File: src/rtl/irq_ctrl.sv
`default_nettype none
// ============================================================================
// Module   : irq_ctrl
// Purpose  : Memory-mapped interrupt controller. Synchronises up to NUM_SRC
//            peripheral interrupt lines, latches them as pending bits, masks
//            them with an enable register and drives one registered request
//            to the core. Software services requests with a claim/complete
//            handshake over the MW-stage data bus.
// Ports    : clk          - core clock
//            reset        - synchronous, active-low reset (0 = reset)
//            irq_src      - asynchronous peripheral interrupt lines
//            cpu_address  - byte address from the MW stage
//            cpu_data     - write data
//            write_enable - store strobe (already LSU-qualified)
//            read_enable  - load strobe (gates the claim side effect)
//            cout         - combinational read data, 0 outside the window
//            interrupt    - registered request to the core
// Register window (16 bytes at BASE_ADDR):
//            0 PENDING (W1C), 1 ENABLE (R/W), 2 CLAIM (read=claim,
//            write=complete), 3 RAW (read-only synchronised levels)
// Options  : `define IRQ_CTRL_LEVEL_EN for level-sensitive sources
//            (pending follows the synchronised level; no edge flop).
// Revision : 1.0 - initial release
// ============================================================================
module irq_ctrl #(
    parameter int          NUM_SRC   = 8,
    parameter logic [31:0] BASE_ADDR = 32'h0000_0400
) (
    input  logic               clk,
    input  logic               reset,
    input  logic [NUM_SRC-1:0] irq_src,
    input  logic [31:0]        cpu_address,
    input  logic [31:0]        cpu_data,
    input  logic               write_enable,
    input  logic               read_enable,
    output logic [31:0]        cout,
    output logic               interrupt
);

    localparam logic [1:0] c_off_pending = 2'd0;
    localparam logic [1:0] c_off_enable  = 2'd1;
    localparam logic [1:0] c_off_claim   = 2'd2;
    localparam logic [1:0] c_off_raw     = 2'd3;

    typedef enum logic [1:0] {
        ST_IDLE    = 2'd0,
        ST_REQ     = 2'd1,
        ST_SERVICE = 2'd2
    } state_t;

    state_t             r_state;
    logic               r_interrupt;
    logic [4:0]         r_claimed_id;
    logic [NUM_SRC-1:0] r_s1;
    logic [NUM_SRC-1:0] r_s2;
    logic [NUM_SRC-1:0] r_pending;
    logic [NUM_SRC-1:0] r_enable;

    logic               w_sel;
    logic [1:0]         w_offset;
    logic               w_wr;
    logic               w_rd;
    logic [NUM_SRC-1:0] w_active;
    logic [4:0]         w_id;
    logic [NUM_SRC-1:0] w_claim_onehot;
    logic               w_claim_rd;
    logic               w_complete;
    logic [NUM_SRC-1:0] w_pending_nxt;
    logic [NUM_SRC-1:0] w_enable_nxt;
    logic [NUM_SRC-1:0] w_active_nxt;
    logic               w_unused_ok;

    assign w_sel    = (cpu_address[31:4] == BASE_ADDR[31:4]);
    assign w_offset = cpu_address[3:2];
    assign w_wr     = write_enable & w_sel;
    // A write wins when both strobes are high, so the read side effect is dropped.
    assign w_rd     = read_enable & ~write_enable & w_sel;
    assign w_active = r_pending & r_enable;

    // Lowest index wins: scan downwards so the last hit is the lowest bit.
    always_comb begin
        w_id           = '0;
        w_claim_onehot = '0;
        for (int i = NUM_SRC - 1; i >= 0; i--) begin
            if (w_active[i]) begin
                w_id              = 5'(i + 1);
                w_claim_onehot    = '0;
                w_claim_onehot[i] = 1'b1;
            end
        end
    end

    assign w_claim_rd = w_rd & (w_offset == c_off_claim) & (w_id != 5'd0);
    assign w_complete = w_wr & (w_offset == c_off_claim) & (cpu_data[4:0] == r_claimed_id);

`ifdef IRQ_CTRL_LEVEL_EN
    assign w_pending_nxt = r_s2;
    assign w_unused_ok   = ^{cpu_address[1:0], cpu_data, w_claim_onehot};
`else
    logic [NUM_SRC-1:0] r_s3;
    logic [NUM_SRC-1:0] w_edge;
    logic [NUM_SRC-1:0] w_w1c_mask;
    logic [NUM_SRC-1:0] w_claim_mask;

    assign w_edge       = r_s2 & ~r_s3;
    assign w_w1c_mask   = (w_wr && w_offset == c_off_pending) ? cpu_data[NUM_SRC-1:0] : '0;
    assign w_claim_mask = w_claim_rd ? w_claim_onehot : '0;
    // A new edge is ORed in last so it beats a same-cycle W1C or claim clear.
    assign w_pending_nxt = (r_pending & ~w_w1c_mask & ~w_claim_mask) | w_edge;
    assign w_unused_ok   = ^{cpu_address[1:0], cpu_data};

    always_ff @(posedge clk) begin
        if (!reset) begin
            r_s3 <= '0;
        end else begin
            r_s3 <= r_s2;
        end
    end
`endif

    assign w_enable_nxt = (w_wr && w_offset == c_off_enable) ? cpu_data[NUM_SRC-1:0] : r_enable;
    assign w_active_nxt = w_pending_nxt & w_enable_nxt;

    always_ff @(posedge clk) begin
        if (!reset) begin
            r_s1         <= '0;
            r_s2         <= '0;
            r_pending    <= '0;
            r_enable     <= '0;
            r_claimed_id <= '0;
            r_interrupt  <= 1'b0;
            r_state      <= ST_IDLE;
        end else begin
            r_s1      <= irq_src;
            r_s2      <= r_s1;
            r_pending <= w_pending_nxt;
            r_enable  <= w_enable_nxt;
            case (r_state)
                ST_IDLE: begin
                    if (|w_active) begin
                        r_state     <= ST_REQ;
                        r_interrupt <= 1'b1;
                    end
                end
                ST_REQ: begin
                    if (w_claim_rd) begin
                        r_state      <= ST_SERVICE;
                        r_claimed_id <= w_id;
                        r_interrupt  <= 1'b0;
                    end else if (!(|w_active_nxt)) begin
                        // Request withdrawn by a W1C or an ENABLE write.
                        r_state     <= ST_IDLE;
                        r_interrupt <= 1'b0;
                    end
                end
                ST_SERVICE: begin
                    if (w_complete) begin
                        r_state      <= ST_IDLE;
                        r_claimed_id <= '0;
                    end
                end
                default: begin
                    r_state     <= ST_IDLE;
                    r_interrupt <= 1'b0;
                end
            endcase
        end
    end

    always_comb begin
        cout = '0;
        if (w_sel) begin
            case (w_offset)
                c_off_pending: cout[NUM_SRC-1:0] = r_pending;
                c_off_enable:  cout[NUM_SRC-1:0] = r_enable;
                c_off_claim:   cout[4:0]         = w_id;
                c_off_raw:     cout[NUM_SRC-1:0] = r_s2;
                default:       cout              = '0;
            endcase
        end
    end

    assign interrupt = r_interrupt;

endmodule
`default_nettype wire
File: config.mk
export PLATFORM = sky130hd
export DESIGN_NAME = irq_ctrl
export DESIGN_NICKNAME = d
export VERILOG_FILES = /design/src/rtl/irq_ctrl.sv
export SDC_FILE = /design/constraint.sdc
export NUM_CORES = 1
export LEC_CHECK = 0
export ABC_CLOCK_PERIOD_IN_PS = 6950
export CORE_ASPECT_RATIO = 0.75
export CORE_MARGIN = 2
export CORE_UTILIZATION = 48
export CTS_BUF_LIST = sky130_fd_sc_hd__clkbuf_2
export DETAILED_ROUTE_END_ITERATION = 12
export PLACE_DENSITY_LB_ADDON = 0.1
export SLEW_MARGIN = 20
export SYNTH_ARGS = -nofsm -noshare
export SYNTH_HDL_FRONTEND = slang
export SYNTH_SLANG_ARGS = --single-unit
File: constraint.sdc
create_clock -name clk -period 6.95 [get_ports clk]
set_input_delay 1.39 -clock clk [delete_from_list [all_inputs] [get_ports clk]]
set_output_delay 1.39 -clock clk [all_outputs]
set_load 0.005 [all_outputs]
After elaboration in Yosys (flattened, before gate mapping):

Index checks and enable logic that the tools add are counted.

* word-level logic and storage cells: 82
* output and inout bits: 33
* bits in registers: 48
* bits in read-only memories: 0
* bits in latches: 0
* input bits: 76
* memory bits (writable): 0
* memories kept: 0

* multipliers: 0
* magnitude comparators: 0
* add/subtract/negate cells: 0
* bitwise operators: 18
* equality and inequality tests: 11
* reductions and logical operators: 11
* div/mod/pow operators: 0
* mux-type cells: 34
* shift operators: 0

Operators with widths (number)
* $mux 8: 12
* $mux 5: 9
* $and 8x8->8: 5
* $eq 28x7->1 const B: 1
* $not 8->8: 3
* $pmux 5 s4: 1
* $reduce_or 8->1: 2
* $pmux 5 s2: 1
* $pmux 3 s3: 1
* $reduce_and 3->1: 3
* $mux 2: 4
* $or 8x8->8: 1
* $and 1x1->1: 7
* $eq 2x2->1 const B: 3
* $ne 2x2->1 const B: 3
* $pmux 2 s3: 1
* $eq 5x5->1: 1
* $reduce_bool 5->1: 1
* $eq 2x1->1 const B: 2
* $logic_not 2->1: 2
* $mux 4: 1
* $mux 1: 3
* $ne 3x3->1 const B: 1
* $pmux 1 s3: 1
* 3 further kinds: 5

Logic depth before layout (Yosys ltp):

Gate-level depths: netlist of the first run.

* depth after elaboration: 20
* depth in mapped cells: 8
* mapped depth without buffers: 7

Least setup slack after synthesis of the first run:

No wires, ideal clock.

* path kind: input-to-output
* start: input cpu_address[13]
* end: output cout[2]
* data required time: 5560 ps
* stages on the path: 5
* path buffers: 1
* setup slack: 2941 ps
* arrival: 2619 ps
* cell sequence: nor4_1 -> nand4_2 -> or2_2 -> clkbuf_1 -> a211oi_1

* longest elaborated chain between the ends: 2

Ends and longest elaborated chain
* start, declared: RTL line 32 `input logic [31:0] cpu_address,`
* $eq 28x7->1: RTL line 73 `assign w_sel = (cpu_address[31:4] == BASE_ADDR[31:4]);`
* $mux 8: RTL line 172 `if (w_sel) begin`
* end, declared: RTL line 36 `output logic [31:0] cout,`

No other way between the ends.

Final worst setup path of the first run:

* start: input cpu_address[17]
* end: output cout[2]

The elaborated chain is that of the path after synthesis.

==> flow_summary_export.csv, run 1 <==
group,metric,value,unit
run_status,run_status,"finished, final reports clean",
synth,sequential_element_share_of_the_synthesized_area,36.42,%
drt,routed_wirelength,6300,um
die,area_of_the_core,0.005266,mm2
drt,drc,0,
clock_tree,htreeDepth,2,
clock_tree,cts_max_path_buffers,2,
drt,detailedRoute.firstPassIterationCount,6,
drt,route.vias.total,2226,
hold_path,min_delay_path_class,"flip-flop to flip-flop",
cells_and_area,final_cell_mix,"clkdlybuf4s50_1 (58), dfxtp_1 (47), and2_1 (37)",
sta,period_needed,5386,ps
cells_and_area,fin_util,60.58,%
die,initial_core_util,49.06,%
sta,fin_worst_skew,34.42,ps
sta,slew_viol_final,0,
clock_tree,clk_pin_slew,200,ps
clock_tree,cts_resized,0,
place,port_buffer_count,58,
sta,setup_violations,0,
global_route,globalRouteMet2Util,32.37,%
global_route,grt_start_max_net_pins,47,
drt,drtIter0Drc,227,
pwr,total_leakage_power,1.174,nW
cells_and_area,finish.net_count,413,
cells_and_area,finalNonFillerCells,413,
global_route,grt.met3_usage,6.479,%
synth,post_synth_num_cell_types,61,
job,maxCapViolCount,0,
critical_path,worst-endpoint-required,5560,ps
pwr,netSwitchingPower,0.1177,mW
sta,maxClockFrequency,0.1857,GHz
sta,worst_slew_pin_slew,867.6,ps
synth,synth_top_area_share,36.42,%
global_route,routing_usage_on_met1,28.25,%
drt,vias_per_cell,5.390,
clock_tree,tritoncts,"done",
cells_and_area,post_route_cells_drive_above_1_share,11.24,%
die,die_height,67.54,um
hold_path,min-delay-start,"r_s1[0]",
global_route,grt_pass1_wl,9411,um
critical_path,regToRegStartpoint,"r_enable[1]",
die,boundaryPins,109,
pwr,clock_power_share,29.4,%
clock_tree,clock_insertion_delay_worst_skew,440,ps
sta,rsz0062_at_grt,"false",
sta,fin_worst_hold_slack,459.2,ps
global_route,globalRoute.totalOverflow,0,
pwr,power_per_cell_area,154.6,mW/mm2
synth,synth-warning-count,0,
cells_and_area,syn_to_final_growth,23.49,%
synth,synthFlopType,"dfxtp_1",
clock_tree,numClockSinks,47,
critical_path,path_max_fanout,18,
pwr,power_share_of_the_sequential_group,57.4,%
sta,tns,0,ps
sta,max-slew-margin-rel,41.34,%
sta,final.period_utilization,77.50,%
global_route,top_usage_layer,"met2",
pwr,p_sw_share,23.85,%
die,area_of_the_die,0.005992,mm2
clock_tree,cts_bufs_inserted,5,
drt,wl_per_cell,15.25,um
synth,synth.cell_area,0.002584,mm2
critical_path,setup.worst_path.end_class,"output pin",
critical_path,crit_type,"input port to output pin",
synth,synth.ff_latch_count,47,
synth,synthArstFlopShare,0,%
sta,hold_violations,0,
cells_and_area,filler_cell_count,486,
place,gp_congestion,0.8575,
clock_tree,cts_root_buf,"clkbuf_2",
critical_path,cp.arrival,4000,ps
cells_and_area,antenna_cells,0,
place,numPlacedInstances,405,
die,die_x,88.72,um
synth,yosys.area.top_type,"dfxtp_1",
global_route,grt_antenna_before_repair,0,
critical_path,r2r_slack,4280,ps
global_route,gr-usage-all-layers,20.74,%
critical_path,startpoint,"cpu_address[17]",
pwr,pwr-share-comb,13.2,%
place,hpwlAfterDp,4600,um
synth,synth-edff-count,0,
pwr,cellInternalPower,0.3757,mW
pwr,worst_ir_drop_on_vdd,0.1025,mV
critical_path,worst_setup_path_start_kind,"input port",
die,row_count,23,
clock_tree,cts_hold_repair.buffers,0,
cells_and_area,final_common_cell,"clkdlybuf4s50_1",
synth,post_syn_area_per_cell,9.162,um2
synth,yosys-top-cells-area,"dfxtp_1 (36%), and2_1 (9.0%), buf_4 (7.0%)",
clock_tree,buffer_count_from_post_cts_setup_fixing,0,
drt,route.antenna.remaining_nets,0,
synth,postSynthCellCount,282,
global_route,first_global_vias,1949,
-- registers in the layout (all words and copies together) (netlist names) --
signal / count
r_enable: 8
r_pending: 8
r_s1: 8
r_s2: 8
r_s3: 8
r_claimed_id: 4
r_state: 2
interrupt: 1
-- path summary, 6_finish.rpt --
kind | end | cells past startpoint
worst max-delay path | cout[2] | 6
worst min-delay path | r_s2[0] | 1
worst max register to register | interrupt | 7
worst min register to register | r_s2[0] | 1
-- routing by layer --
| layer | part of all wire [%] | vias up |
|---|---|---|
| li1 | - | 1066 |
| met1 | 43 | 1013 |
| met2 | 42 | 136 |
| met3 | 13 | 11 |
| met4 | 1.0 | 0 |
| met5 | 0 | - |
-- kinds of logic after synthesis --
family                    share of synthesized area (%)
and+or+nand+nor                                   31.43
DFF                                               36.42
buffers and inverters                             10.61
AOI/OAI and AO/OA                                 11.72
muxes                                             8.329
xor gates and xnor gates                          1.356
other                                            0.1451
-- Yosys cell counts, types with 3 or more instances --
cell type	number
nand3_1	11
nor2_1	8
and2_1	37
o31ai_1	3
a22oi_1	6
nor2b_1	10
nor4_2	4
mux2_2	10
clkbuf_1	7
a32oi_1	3
nor3_1	6
inv_1	13
mux4_2	3
nor4_1	3
nand2b_1	3
buf_4	24
xnor2_1	3
nand4_1	8
a22o_1	4
nand2_1	17
o22ai_1	3
dfxtp_1	47
-- power groups by stage --
stage / clock network, mW / registers (mW) / logic, mW
global placement: 0 / 0.288 / 0.0634
floorplan: 0 / 0.287 / 0.0371
detailed placement: 0 / 0.288 / 0.0642
global route: 0.156 / 0.285 / 0.0710
finish: 0.145 / 0.283 / 0.0649
CTS: 0.146 / 0.283 / 0.0646
-- worst max-delay path, cell delays in order --
cell	delay, ps
clkdlybuf4s50_1	440
nor4_2	290
nand4_2	460
or2_2	580
a211oi_1	270
clkdlybuf4s50_1	560
-- area by class of cell --
type / count / area [um2] / area share, %
inverters: 13 / 48.80 / 1.529
clock inverters: 3 / 38.79 / 1.216
flip-flops and latches: 47 / 940.9 / 29.49
clock buffers: 5 / 25.02 / 0.7843
well taps: 75 / 93.84 / 2.941
repair buffers: 59 / 588.1 / 18.43
multi-input cells: 211 / 1455 / 45.61
-- per-stage QoR --
stage	area [um2]	power, mW	worst slack [ps]
3_3_place_gp	3127	0.3517	1546
4_1_cts	3191	0.4937	1552
6_report	3191	0.4934	1564
5_1_grt	3191	0.5110	1428
3_5_place_dp	3127	0.3526	1551
2_1_floorplan	2670	0.3237	2941
Power figures use the tool's default switching activity.
==> run 2, diff against run 1 <==
Settings changed: ABC_CLOCK_PERIOD_IN_PS 6950 to 5050, CORE_UTILIZATION 48 to 44.
Clock period 6.95 ns to 5.05 ns, I/O delays scaled along.
==> flow_summary_export.csv, run 2 (synthesis gave the netlist of run 1 again) <==
group,metric,value,unit
sta,setup_violations,0,
clock_tree,cts_resized,0,
global_route,grt_pass1_wl,9970,um
place,numPlacedInstances,414,
hold_path,min_delay_path_class,"flip-flop to flip-flop",
place,place_worst_setup_slack,683.3,ps
pwr,total_power,0.6418,mW
global_route,grt_antenna_before_repair,0,
clock_tree,cts_bufs_inserted,5,
sta,rsz0062_at_grt,"false",
place,placedInstanceArea,0.003176,mm2
critical_path,crit_type,"input port to output pin",
sta,max-slew-margin-rel,48.25,%
sta,hold_violations,0,
sta,worst_slew_pin_slew,776.3,ps
global_route,grt_start_max_net_pins,47,
sta,setup_slack,693.7,ps
clock_tree,cts_root_buf,"clkbuf_2",
drt,drtIter0Drc,236,
drt,route.antenna.remaining_nets,0,
job,maxCapViolCount,0,
clock_tree,htreeDepth,2,
cells_and_area,finalNonFillerCells,422,
drt,route.vias.total,2190,
critical_path,cp.arrival,3350,ps
drt,vias_per_cell,5.190,
cells_and_area,finish.net_count,419,
sta,fin_worst_skew,17.08,ps
global_route,first_global_vias,2012,
cells_and_area,antenna_cells,0,
global_route,globalRoute.totalOverflow,0,
drt,drc,0,
clock_tree,clk_pin_slew,240,ps
sta,fin_worst_hold_slack,467.5,ps
die,boundaryPins,109,
run_status,run_status,"finished, final reports clean",
cells_and_area,syn_to_final_growth,24.70,%
global_route,gr-usage-all-layers,19.49,%
clock_tree,clock_insertion_delay_worst_skew,420,ps
pwr,worst_ir_drop_on_vdd,0.1373,mV
cells_and_area,fin_util,56.17,%
pwr,total_leakage_power,1.193,nW
die,area_of_the_die,0.006508,mm2
sta,final.period_utilization,86.26,%
critical_path,path_max_fanout,9,
die,area_of_the_core,0.005736,mm2
drt,routed_wirelength,6108,um
die,initial_core_util,45.05,%
critical_path,setup.worst_path.end_class,"output pin",
sta,slew_viol_final,0,
die,die_height,70.37,um
pwr,power_per_cell_area,199.2,mW/mm2
critical_path,worst_setup_path_start_kind,"input port",
clock_tree,cts_max_path_buffers,2,
clock_tree,cts_hold_repair.buffers,0,
cells_and_area,final_cell_mix,"clkdlybuf4s50_1 (58), dfxtp_1 (47), and2_1 (37)",
clock_tree,tritoncts,"done",
cells_and_area,design_area,0.003222,mm2
clock_tree,numClockSinks,47,
cells_and_area,filler_cell_count,554,
drt,detailedRoute.firstPassIterationCount,5,
cells_and_area,final_common_cell,"clkdlybuf4s50_1",
place,hpwlAfterDp,4677,um
place,port_buffer_count,58,
sta,maxClockFrequency,0.2296,GHz
die,row_count,24,
cells_and_area,post_route_cells_drive_above_1_share,13.08,%
sta,period_needed,4356,ps
place,gp_congestion,0.8840,
clock_tree,buffer_count_from_post_cts_setup_fixing,0,
die,die_x,92.49,um
critical_path,worst-endpoint-required,4040,ps
drt,wl_per_cell,14.47,um
sta,tns,0,ps
==> run 2: changes by cell type in the layout (fill, tap and decap cells not counted), sizes merged <==
cell      delta
clkinvlp     +1
clkbuf       +1
bufinv       -1
buf          +6
inv          +1
clkinv       -2
==> run 2: final timing paths <==
path / slack (ps) / cells past startpoint / startpoint / end
max: 690 / 6 / cpu_address[20] / cout[2]
min: 470 / 1 / r_s1[4] / r_s2[4]
max reg2reg: 2460 / 7 / r_pending[2] / interrupt
min reg2reg: 470 / 1 / r_s1[4] / r_s2[4]
==> run 2: area by class of cell <==
| type | instances | area, um2 | share of cell area, % |
|---|---|---|---|
| clock inverter | 2 | 16.27 | 0.5049 |
| multi-input combinational | 211 | 1455 | 45.17 |
| clock buffer | 6 | 30.03 | 0.9320 |
| tap | 78 | 97.59 | 3.029 |
| inverter | 13 | 48.80 | 1.515 |
| sequential | 47 | 940.9 | 29.20 |
| timing repair buffer | 65 | 633.1 | 19.65 |
==> run 2: metal layers <==
metal,routed length [um],global-route usage (%),vias to the layer above
met5,0,0,-
met3,692,5.178,5
li1,-,-,1078
met2,2475,27.74,106
met1,2900,29.10,1001
met4,41,4.809,0
==> run 2: critical path, stage by stage <==
cell,delay [ps]
clkdlybuf4s50_1,410
nor4_2,490
nand3_2,190
or2_2,420
a211oi_1,260
clkdlybuf4s50_1,560
==> run 2: report_power, final <==
group | switching (mW) | leakage [nW] | total (mW) | internal, mW
Sequential | 0.00675 | 0.384 | 0.390 | 0.383
Combinational | 0.0356 | 0.779 | 0.0903 | 0.0546
Clock | 0.124 | 0.0296 | 0.162 | 0.0380
Total | 0.166 | 1.19 | 0.642 | 0.476
